$ cat config.mk
export PLATFORM = sky130hd
export DESIGN_NAME = display_timer_bcd
export DESIGN_NICKNAME = d
export VERILOG_FILES = /design/src/rtl/display_timer_bcd.sv
export SDC_FILE = /design/constraint.sdc
export NUM_CORES = 1
export LEC_CHECK = 0
export BUFFER_PORTS_ARGS = -buffer_cell sky130_fd_sc_hd__buf_2
export CAP_MARGIN = 20
export CORE_UTILIZATION = 30
export DETAILED_ROUTE_END_ITERATION = 16
export SLEW_MARGIN = 20
export SYNTH_ARGS = -nofsm -noshare
export SYNTH_HDL_FRONTEND = slang
export SYNTH_SLANG_ARGS = --single-unit
$ cat constraint.sdc
create_clock -name clk -period 1.98 [get_ports clk]
set_input_delay 0.297 -clock clk [delete_from_list [all_inputs] [get_ports clk]]
set_output_delay 0.297 -clock clk [all_outputs]
set_load 0.01 [all_outputs]
$ cat src/rtl/display_timer_bcd.sv
// rtl/display_timer_bcd.sv - BCD race-timer text overlay "Time:DDD.F" for the VGA text path
//
// Ports:
//   clk, reset_n (async, active-low)
//   clear, start, stop        : control pulses (clear has priority)
//   refresh_tick              : frame strobe, copies live digits to the display snapshot
//   pix_x, pix_y              : current pixel position
//   time_on                   : pixel inside the timer text field
//   bit_addr, rom_addr        : font ROM column select and {char, glyph row}
//   running, overflow         : state == RUN, sticky max/wrap flag
// Optional build macro TIMER_LAP_EN adds input lap and output lap_hold (lap freeze display).

module display_timer_bcd #(
    parameter int TICK_DIV    = 10000000,
    parameter int INT_DIGITS  = 3,
    parameter int FRAC_DIGITS = 1,
    parameter int TEXT_ROW    = 0,
    parameter int SATURATE    = 1
) (
    input  logic        clk,
    input  logic        reset_n,
    input  logic        clear,
    input  logic        start,
    input  logic        stop,
    input  logic        refresh_tick,
    input  logic [9:0]  pix_x,
    input  logic [9:0]  pix_y,
`ifdef TIMER_LAP_EN
    input  logic        lap,
    output logic        lap_hold,
`endif
    output logic        time_on,
    output logic [2:0]  bit_addr,
    output logic [10:0] rom_addr,
    output logic        running,
    output logic        overflow
);

    localparam int N    = INT_DIGITS + FRAC_DIGITS;
    localparam int NCOL = 6 + N;
    localparam int PW   = $clog2(TICK_DIV);
    localparam logic [PW-1:0] P_LAST = PW'(TICK_DIV - 1);

    typedef enum logic [1:0] {IDLE, RUN, PAUSE, SAT} state_t;

    state_t        state;
    logic [PW-1:0] presc;
    logic [3:0]    live [N];   // index 0 = least significant fractional digit
    logic [3:0]    snap [N];
    logic [3:0]    inc  [N];
    logic          ripple;
    logic          carry_out;
    logic          tick;

    assign tick = (state == RUN) && (presc == P_LAST);

    // Single-cycle BCD ripple increment of the live digits.
    always_comb begin
        ripple = 1'b1;
        for (int i = 0; i < N; i++) begin
            if (ripple && (live[i] == 4'd9)) begin
                inc[i] = 4'd0;
            end else begin
                inc[i] = live[i] + {3'b000, ripple};
                ripple = 1'b0;
            end
        end
        carry_out = ripple;
    end

    always_ff @(posedge clk or negedge reset_n) begin
        if (!reset_n) begin
            state    <= IDLE;
            presc    <= '0;
            running  <= 1'b0;
            overflow <= 1'b0;
            for (int i = 0; i < N; i++) live[i] <= 4'd0;
        end else if (clear) begin
            state    <= IDLE;
            presc    <= '0;
            running  <= 1'b0;
            overflow <= 1'b0;
            for (int i = 0; i < N; i++) live[i] <= 4'd0;
        end else begin
            case (state)
                IDLE, PAUSE: begin
                    if (start && !stop) begin
                        state   <= RUN;
                        running <= 1'b1;
                    end
                end
                RUN: begin
                    presc <= tick ? '0 : presc + PW'(1);
                    if (tick && carry_out && (SATURATE != 0)) begin
                        // Digits are left at all-9s; only clear leaves SAT.
                        state    <= SAT;
                        running  <= 1'b0;
                        overflow <= 1'b1;
                    end else begin
                        // The wrapped increment of all-9s is already all-0s.
                        if (tick) begin
                            for (int i = 0; i < N; i++) live[i] <= inc[i];
                            if (carry_out) overflow <= 1'b1;
                        end
                        if (stop && !start) begin
                            state   <= PAUSE;
                            running <= 1'b0;
                        end
                    end
                end
                default: ;
            endcase
        end
    end

`ifdef TIMER_LAP_EN
    logic [3:0] lap_reg [N];
    logic [6:0] lap_cnt;   // refresh_ticks left showing the lap value

    assign lap_hold = (lap_cnt != 7'd0);

    always_ff @(posedge clk or negedge reset_n) begin
        if (!reset_n) begin
            lap_cnt <= 7'd0;
            for (int i = 0; i < N; i++) lap_reg[i] <= 4'd0;
        end else if (clear) begin
            lap_cnt <= 7'd0;
        end else if (lap && (state == RUN)) begin
            lap_cnt <= 7'd120;
            for (int i = 0; i < N; i++) lap_reg[i] <= live[i];
        end else if (refresh_tick && lap_hold) begin
            lap_cnt <= lap_cnt - 7'd1;
        end
    end

    always_ff @(posedge clk or negedge reset_n) begin
        if (!reset_n) begin
            for (int i = 0; i < N; i++) snap[i] <= 4'd0;
        end else if (refresh_tick) begin
            for (int i = 0; i < N; i++) snap[i] <= lap_hold ? lap_reg[i] : live[i];
        end
    end
`else
    // Snapshot is deliberately untouched by clear so a frame never shows a partial reset.
    always_ff @(posedge clk or negedge reset_n) begin
        if (!reset_n) begin
            for (int i = 0; i < N; i++) snap[i] <= 4'd0;
        end else if (refresh_tick) begin
            for (int i = 0; i < N; i++) snap[i] <= live[i];
        end
    end
`endif

    // Combinational pixel path.
    logic [5:0] col;
    logic [6:0] char_addr;
    logic       lead;
    logic       unused_pix;

    assign col        = pix_x[9:4];
    assign unused_pix = &{1'b0, pix_x[0], pix_y[0]};

    always_comb begin
        char_addr = 7'h00;
        lead      = 1'b1;
        case (col)
            6'd0: char_addr = 7'h54;
            6'd1: char_addr = 7'h69;
            6'd2: char_addr = 7'h6D;
            6'd3: char_addr = 7'h65;
            6'd4: char_addr = 7'h3A;
            default: ;
        endcase
        // lead stays set while every integer digit from the MS one down is zero;
        // the units digit always prints.
        for (int k = 0; k < INT_DIGITS; k++) begin
            lead = lead && (snap[N-1-k] == 4'd0) && (k != INT_DIGITS - 1);
            if (col == 6'(5 + k)) char_addr = lead ? 7'h20 : {3'b011, snap[N-1-k]};
        end
        if (col == 6'(5 + INT_DIGITS)) char_addr = 7'h2E;
        for (int f = 0; f < FRAC_DIGITS; f++) begin
            if (col == 6'(6 + INT_DIGITS + f)) char_addr = {3'b011, snap[FRAC_DIGITS-1-f]};
        end
    end

    assign time_on  = (pix_y[9:5] == 5'(TEXT_ROW)) && (col < 6'(NCOL));
    assign bit_addr = pix_x[3:1] - 3'd1;
    assign rom_addr = {char_addr, pix_y[4:1]};

endmodule

==> results of run 1 <==
==> kinds of logic (layout without fill, tap and decap cells) <==
| kind of cell | count (synthesis) | after routing | share of synthesized area [%] |
|---|---|---|---|
| AO/OA/AOI/OAI | 103 | 103 | 19.1 |
| XOR/XNOR | 9 | 9 | 2.11 |
| adder cells (fa/ha/maj) | 10 | 10 | 3.35 |
| buffers and inverters | 48 | 92 | 5.99 |
| flip-flops | 60 | 60 | 40.2 |
| multiplexers | 21 | 21 | 6.16 |
| AND/OR/NAND/NOR | 134 | 134 | 23.1 |
==> final cells by class <==
type                    count  area [um2]  share of cell area [%]
repair buffers             57         375                    8.28
clock buffers              10         229                    5.05
inverters                  20        75.1                    1.66
well taps                 168         210                    4.64
clock inverters             5        77.6                    1.71
flip-flops and latches     60        1500                    33.2
multi-input cells         277        2060                    45.5
==> power by group through the flow <==
| stage | Sequential [uW] | Combinational (uW) | Clock [uW] |
|---|---|---|---|
| final | 1240 | 190 | 1630 |
| after global routing | 1240 | 214 | 1710 |
| after CTS | 1240 | 192 | 1670 |
| after detailed placement | 1260 | 191 | 0 |
| after global placement | 1260 | 186 | 0 |
| after floorplan | 1260 | 113 | 0 |
==> placed cells by master, fill, tap and decap left out, types with 3 or more instances in the layout <==
cell,count
sky130_fd_sc_hd__nor2b_1,9
sky130_fd_sc_hd__inv_2,3
sky130_fd_sc_hd__nor3_1,3
sky130_fd_sc_hd__mux2_2,16
sky130_fd_sc_hd__ha_1,8
sky130_fd_sc_hd__nand4_1,8
sky130_fd_sc_hd__or3_1,4
sky130_fd_sc_hd__buf_4,22
sky130_fd_sc_hd__buf_2,32
sky130_fd_sc_hd__a31oi_1,3
sky130_fd_sc_hd__o21ai_0,16
sky130_fd_sc_hd__clkbuf_16,9
sky130_fd_sc_hd__o211ai_1,8
sky130_fd_sc_hd__o31ai_1,14
sky130_fd_sc_hd__nand2b_1,4
sky130_fd_sc_hd__dfrtp_1,58
sky130_fd_sc_hd__nor4_1,5
sky130_fd_sc_hd__o311ai_0,4
sky130_fd_sc_hd__nor2_1,21
sky130_fd_sc_hd__o22ai_1,3
sky130_fd_sc_hd__xor2_1,8
sky130_fd_sc_hd__and4_1,4
sky130_fd_sc_hd__nand2_1,22
sky130_fd_sc_hd__or4_1,13
sky130_fd_sc_hd__inv_1,17
sky130_fd_sc_hd__o41ai_1,5
sky130_fd_sc_hd__and3_1,4
sky130_fd_sc_hd__a21oi_1,24
sky130_fd_sc_hd__nand3_1,11
sky130_fd_sc_hd__mux2i_1,5
==> worst max-delay path: cells and delay by family, from the launching register on <==
family | cells | cell delay (ps)
compound gates | 3 | 410
buf+inv | 1 | 130
flops | 1 | 380
simple gates | 1 | 500
==> path summary, 6_finish.rpt <==
kind | from | endpoint | slack (ps) | depth (start not counted)
worst max register to register | live[10] | live[2] | 100 | 8
worst min register to register | overflow | overflow | 500 | 1
max in group asynchronous | reset_n | presc[0] | 910 | 3
worst min-delay path | stop | state[0] | 330 | 4
worst max-delay path | snap[4] | rom_addr[8] | -80 | 5
min in group asynchronous | reset_n | presc[19] | 480 | 2
==> per-layer routing <==
layer,track usage [%],vias up
met2,23.9,56
met1,18.0,1519
li1,-,1538
met4,5.53,0
met5,0,-
met3,3.51,11
==> state kept, by name (all words and copies together), names as in the netlist <==
register  cells
live         16
presc        24
snap         16
state         2
overflow      1
running       1
==> what timing repair did <==
| item | 4_1_cts | 5_1_grt |
|---|---|---|
| gates resized for setup | 2 | 16 |
| pin swaps | 0 | 5 |
| hold buffers | 1 | 0 |
| endpoints found under the setup margin | 1 | 13 |
| setup buffers | 1 | 3 |
| hold endpoints to repair | 20 | 0 |
==> through the flow <==
step | worst slack [ps] | utilization [%] | hold WS (ps)
6_report | -80.1 | 37.6 | 333
5_1_grt | -149 | 37.6 | 371
2_1_floorplan | 53.0 | - | 1.41
3_5_place_dp | 70.2 | 34.3 | 319
3_3_place_gp | 112 | 34.3 | 320
4_1_cts | -87.9 | 37.0 | 322
==> impl_summary.md, run 1 <==
STA
Adding up every negative setup slack in the final design gives -80.1 ps. The final count of hold timing violations is 0. The final clock period utilization by the worst path is 104%. Setup violations remaining at the end of the flow were counted as 1. After layout, the minimum clock period comes to ~2100 ps. Timing would allow up to 0.485 GHz.

The max-slew violation count is 0. The relative max-transition margin is 63.3%. For the pin with the worst max-slew slack, the measured transition is 551 ps.

The final setup slack of the worst path is -80.1 ps. The clock skew after layout is 6.63 ps. Setup repair after global routing could not meet its margin everywhere.

Detailed routing
The final layout contains routed wiring with a total length of 8.73 mm. After detailed routing, the number of vias per cell comes to 5.23. The met2 routed wirelength is approximately 4.3 mm. The detailed router finished its first iteration with 144 violations. The total via count after detailed routing is 3,124. The total routed wire length on the met1 layer is 4.05 mm.

The post-route DRC violation count is 0. After detailed routing, the met3 layer carries 273 um of wire. The first-pass iteration count of the detailed router is 4. In this run the remaining antenna-violating nets after routing total 0. In the final routed layout, each cell accounts on average for about 15 um.

Signal routing reaches up to met4.

Power and ir drop
The leakage power total is 0.00196 uW. The relative contribution of combinational cells to total power is 6.2%. Power comes to 3070 uW. The internal portion of total power is 2390 uW. The power share of the sequential group is 40.5%. The worst supply voltage drop on vdd is 355 uV. Power spread over the standard cell area amounts to 676 nW/um2. The net switching power of the design is 673 uW. The clock network fraction of design power is 53.3%. In this run switching power makes up 21.9% of total power.

Worst setup path
The largest single stage delay on the critical path is ~500 ps. Walking the worst path, the cells encountered are or4_1, o21ai_1, a21boi_1, o21a_1, buf_2. Data arrives at the worst endpoint at 1760 ps. The class of the most critical setup path is reg2out.

STA classifies the critical path endpoint as an output pin. The slowest cell on the critical path is sky130_fd_sc_hd__or4_1. The critical path data required time is 1680 ps. Along the worst path, the maximum fanout reaches 2. The nature of the critical path startpoint is a register.

CTS
The clock network latency to the later pin of the worst-skew pair is about 330 ps. The clock transition at the register clock pins on the worst setup and hold paths after CTS is 50 ps. TritonCTS built the clock tree. The clock tree synthesis step divided the H-tree into 3 levels.

Counting the buffers created by CTS gives 9. The master cell of the clock root buffer is sky130_fd_sc_hd__clkbuf_16. The maximum clock insertion buffer count is 2. Clock tree synthesis found a total of 60 sinks.

Logic synthesis
The register area share after synthesis is 40.2%. After synthesis, the most frequently instantiated cells are sky130_fd_sc_hd__dfrtp_1, sky130_fd_sc_hd__a21oi_1, sky130_fd_sc_hd__nand2_1. For this run, asynchronously set or reset flops after synthesis account for 100%. The distinct cell type count of the synthesized netlist is 67. The synthesized netlist cell count is 385. The synthesized netlist net count is 421. The fraction of synthesized cell area taken by the top area cell type is 40.2%.

The library cell with the largest summed area after synthesis is sky130_fd_sc_hd__dfrtp_1. Yosys instantiated no cell more often than sky130_fd_sc_hd__dfrtp_1. The total number of yosys warnings is 0. The synthesized design contains 60 register bits. Yosys attributes the largest share of cell area to sky130_fd_sc_hd__dfrtp_1, sky130_fd_sc_hd__mux2_2, sky130_fd_sc_hd__a21oi_1, sky130_fd_sc_hd__ha_1, sky130_fd_sc_hd__o31ai_1. The cell area that synthesis handed to floorplanning was 3740 um2. The synthesized area per cell is 9.71 um2. The count of flip-flops with a built-in enable after synthesis is 0.

The dominant register cell in the synthesized netlist is sky130_fd_sc_hd__dfrtp_1.

GRT
Entering global routing, the biggest net connects 29 pins. The total overflow reported by the global router is 0. The initial antenna violation count is 0. The via count of the first global-routing pass was 2,972. The global-route wire length before repair is around 15 mm. Across every metal layer, demand over resource in global routing totals 14.4%.

Floorplan
The number of ports placed on the die boundary is 43. The die covers 12,900 um2. The initial utilization of the core area, before any placement, comes to 31.0%. The overall die width is between 100 and 150 um. In this run the vertical extent of the chip is 114 um. The area of the core is 12,100 um2. The floorplan has 40 rows.

Status
The checks that failed: setup timing. The flow ran to the end, but the final reports show violations.

Finish
The area added between synthesis and finish is 21.3%. The number of nets in the final layout is between 400 and 500. The post-layout instance area is 4530 um2. 0 antenna diodes ended up in the layout. The count of fill cells added during filler insertion is 1,214. The post-layout instance count excluding filler cells is 597. The share of layout cells above drive strength 1 is 27.3%.

Flow run
The tool flagged a number of max-cap violations equal to 0.

Hold path
The path class of the lowest-slack min-delay path is in2reg.

Place
The placed instance count is 577. Once placement finished, the instance area stood at roughly 4100 um2. The weighted congestion reported at the end of routability-driven placement is 0.817. The detailed placer's ending HPWL is 6.04 mm.

Input and output buffers added on the ports amount to 32.
(Power assumes the default switching activity.)
==> inputs of run 2 (changes only) <==
clock period = 2.18 ns   (was 1.98 ns; I/O delays follow)
==> run 2 against run 1 <==
Critical endpoint unchanged. Core utilization down 0.73 points. Sequential power decreased by 9%. Die area stayed put. Total power fell by 8.7%. Largest cell class unchanged. The run ends with hold timing left. Highest routed layer unchanged. Combinational power fell by 9%.
==> impl_summary.md, run 2 (same netlist as run 1, synthesis figures left out) <==
Place
The total of buffers placed on input and output ports is 32. Summed over all nets, the half-perimeter wirelength after detailed placement is 5.85 mm. The placed instance count is 573. The congestion estimate from routability-driven global placement came to 0.810. The worst setup timing slack at the placement stage is 197 ps.

Floorplan
The standard-cell row count is 40. The y dimension of the die is 114 um. The die area is approximately 13,000 um2. The starting density of the core is between 30% and 40%. 43 I/O pins were placed. The overall die width is 114 um. The area of the core is around 12,000 um2.

CTS
The CTS tree is done. The number of clock buffers inserted by TritonCTS is 9. The clock transition at the register clock pins on the worst setup and hold paths after CTS is 50 ps. Counting along the longest clock path gives a buffer depth of 2. Clock tree synthesis selected as its root buffer the cell sky130_fd_sc_hd__clkbuf_16. The clock network latency to the later pin of the worst-skew pair is 330 ps. CTS built an H-tree with a depth of 3. The tree built by TritonCTS fans out to 60 sinks.

Worst setup path
The largest single stage delay on the critical path is 520 ps. The worst setup path is captured at an output pin. The nature of the critical path startpoint is a register.

On the critical path the largest part of the delay comes from simple AND/OR/NAND/NOR gates. Along the worst path, the maximum fanout reaches 3. The worst path arrival time is 1790 ps. The class of the most critical setup path is reg2out. Measured in cells, the most critical reg-to-reg path has a length of 6. Traced cell by cell, the critical path runs through or4_4, o21ai_2, a21boi_2, o21a_1, buf_2.

Together, buffers and inverters on the worst path number 1. The critical path depth is 5. The critical path data required time is 1850 ps. The slowest stage of the critical path belongs to the cell sky130_fd_sc_hd__or4_4.

Finish
The number of antenna diodes in the final layout is 0. The post-layout instance count excluding filler cells is 591. Compared with the post-synthesis result, the final layout area differs by 18.9%. The register with the highest flop count is presc. The multi-input combinational cells in the finished layout cover a total of just over 2000 um2. Of the cells placed in the final design, the portion with a size suffix greater than 1 is a little under a quarter. In the final layout, the registers with the most flip-flops are presc x24, live x16, snap x16.

Summing all flip-flop and latch instances after layout gives ~1500 um2. The net count of the finished layout is 454. Leaving out fill and tap cells, the most frequent cell in the layout is sky130_fd_sc_hd__dfrtp_1. The count of fill cells added during filler insertion is 1,227. The library cells used most frequently in the layout, excluding fill and tap cells, are sky130_fd_sc_hd__dfrtp_1, sky130_fd_sc_hd__buf_2, sky130_fd_sc_hd__a21oi_1. The flip-flop count of the largest register after layout is 24.

Power and ir drop
The switching power share of the total is 21.1%. The clock network fraction of design power is between 50% and 60%. For this design the total switching power over the nets is 592 uW. The internal portion of total power is 2210 uW. The share of total power dissipated in sequential elements is roughly 40%. Across the VDD grid, the largest voltage drop is ~540 uV.

Summed over all cells, the static leakage comes to 0.00194 uW. The ratio of total power to cell area is 630 nW/um2. The relative contribution of combinational cells to total power is 6.1%.

STA
Headroom to the max-slew limit came out at between 60% and 70%. The final clock period utilization by the worst path is a little over nine tenths. Setup slack on the critical path of the routed design comes to ~67 ps. The final count of hold timing violations is 7. Setup repair after global routing could not meet its margin everywhere. The timing-limited maximum frequency is between 0.4 and 0.5 GHz. For the pin with the worst max-slew slack, the measured transition is 545 ps. The tightest hold margin is -9.03 ps. The clock skew after layout is 4.82 ps. The max-slew violation count is 0. Setup violations remaining at the end of the flow were counted as 0.

The worst path needs 2110 ps of the cycle, external delays included.

Detailed routing
The total via count after detailed routing is 3,134. The routed length per placed instance is 14.2 um. The first-pass iteration count of the detailed router is 6. In this run the remaining antenna-violating nets after routing total 0. The routed design has 8.37 mm of wire.

The number of violations reported at the end of detailed-routing iteration 0 is 147. The post-detailed-route via-to-cell ratio is 5.30. The post-route DRC violation count is 0.

GRT
The initial antenna violation count is 0. The total overflow reported by the global router is 0. The via count of the first global-routing pass is 3,082. The first global-routing pass estimated 15.0 mm of wire. Across every metal layer, demand over resource in global routing totals between 10% and 20%. The largest net degree at the start of global routing is 61.

Hold path
In this run the worst hold path is classified as in2async.

Status
The checks that failed: hold timing. The flow ran to the end, but the final reports show violations.

Flow run
The max-capacitance violation count is 0.
[run 2: layout make-up]
type / count / share of cell area, %
Multi-Input combinational cell: 277 / 45.7
Tap cell: 168 / 4.73
Clock inverter: 5 / 1.69
Timing Repair Buffer: 50 / 6.93
Inverter: 20 / 1.69
Sequential cell: 60 / 33.8
Clock buffer: 11 / 5.46
[run 2: final timing paths]
kind                          start     endpoint  slack, ps
max                         snap[4]  rom_addr[8]         70
min                         reset_n    presc[11]         -9
max reg2reg                presc[0]      live[2]        190
min reg2reg                overflow     overflow        490
max in group asynchronous   reset_n    presc[17]       1910
min in group clk               stop     state[0]        380
[run 2: power by group through the flow]
stage	registers, uW	logic (uW)	clock network, uW
after floorplan	1150	102	0
after global placement	1140	169	0
after detailed placement	1140	172	0
after CTS	1130	173	1540
after global routing	1130	196	1580
final	1130	172	1500
[run 2: per-layer routing]
| metal | up-vias | wire length (um) | GRT usage (%) |
|---|---|---|---|
| met3 | 15 | 322 | 3.67 |
| met1 | 1543 | 3850 | 18.4 |
| met4 | 0 | 148 | 5.96 |
| met5 | - | 0 | 0 |
| li1 | 1528 | - | - |
| met2 | 48 | 4050 | 24.1 |
[run 2: worst reg2reg max path: cells and delay by family (launching register included)]
kind,cells,cell delay [ps]
AOI/OAI and AO/OA,1,360
and+or+nand+nor,3,770
buffers and inverters,1,170
adders and majority gates,1,190
DFF,1,410
[run 2: metrics by stage]
stage	cell area [um2]	utilization (%)	TNS, ps	power (uW)
after floorplan	3740	-	0	1250
after global placement	4090	33.9	0	1310
after detailed placement	4090	33.9	0	1320
after CTS	4410	36.6	0	2840
after global routing	4440	36.8	-31.8	2910
final	4440	36.8	0	2800
[run 2: what timing repair did]
action                                  in CTS  in global routing
buffers inserted                             0                  2
hold buffers                                 0                  0
endpoints found under the setup margin       0                  2
resized for setup                            0                  6
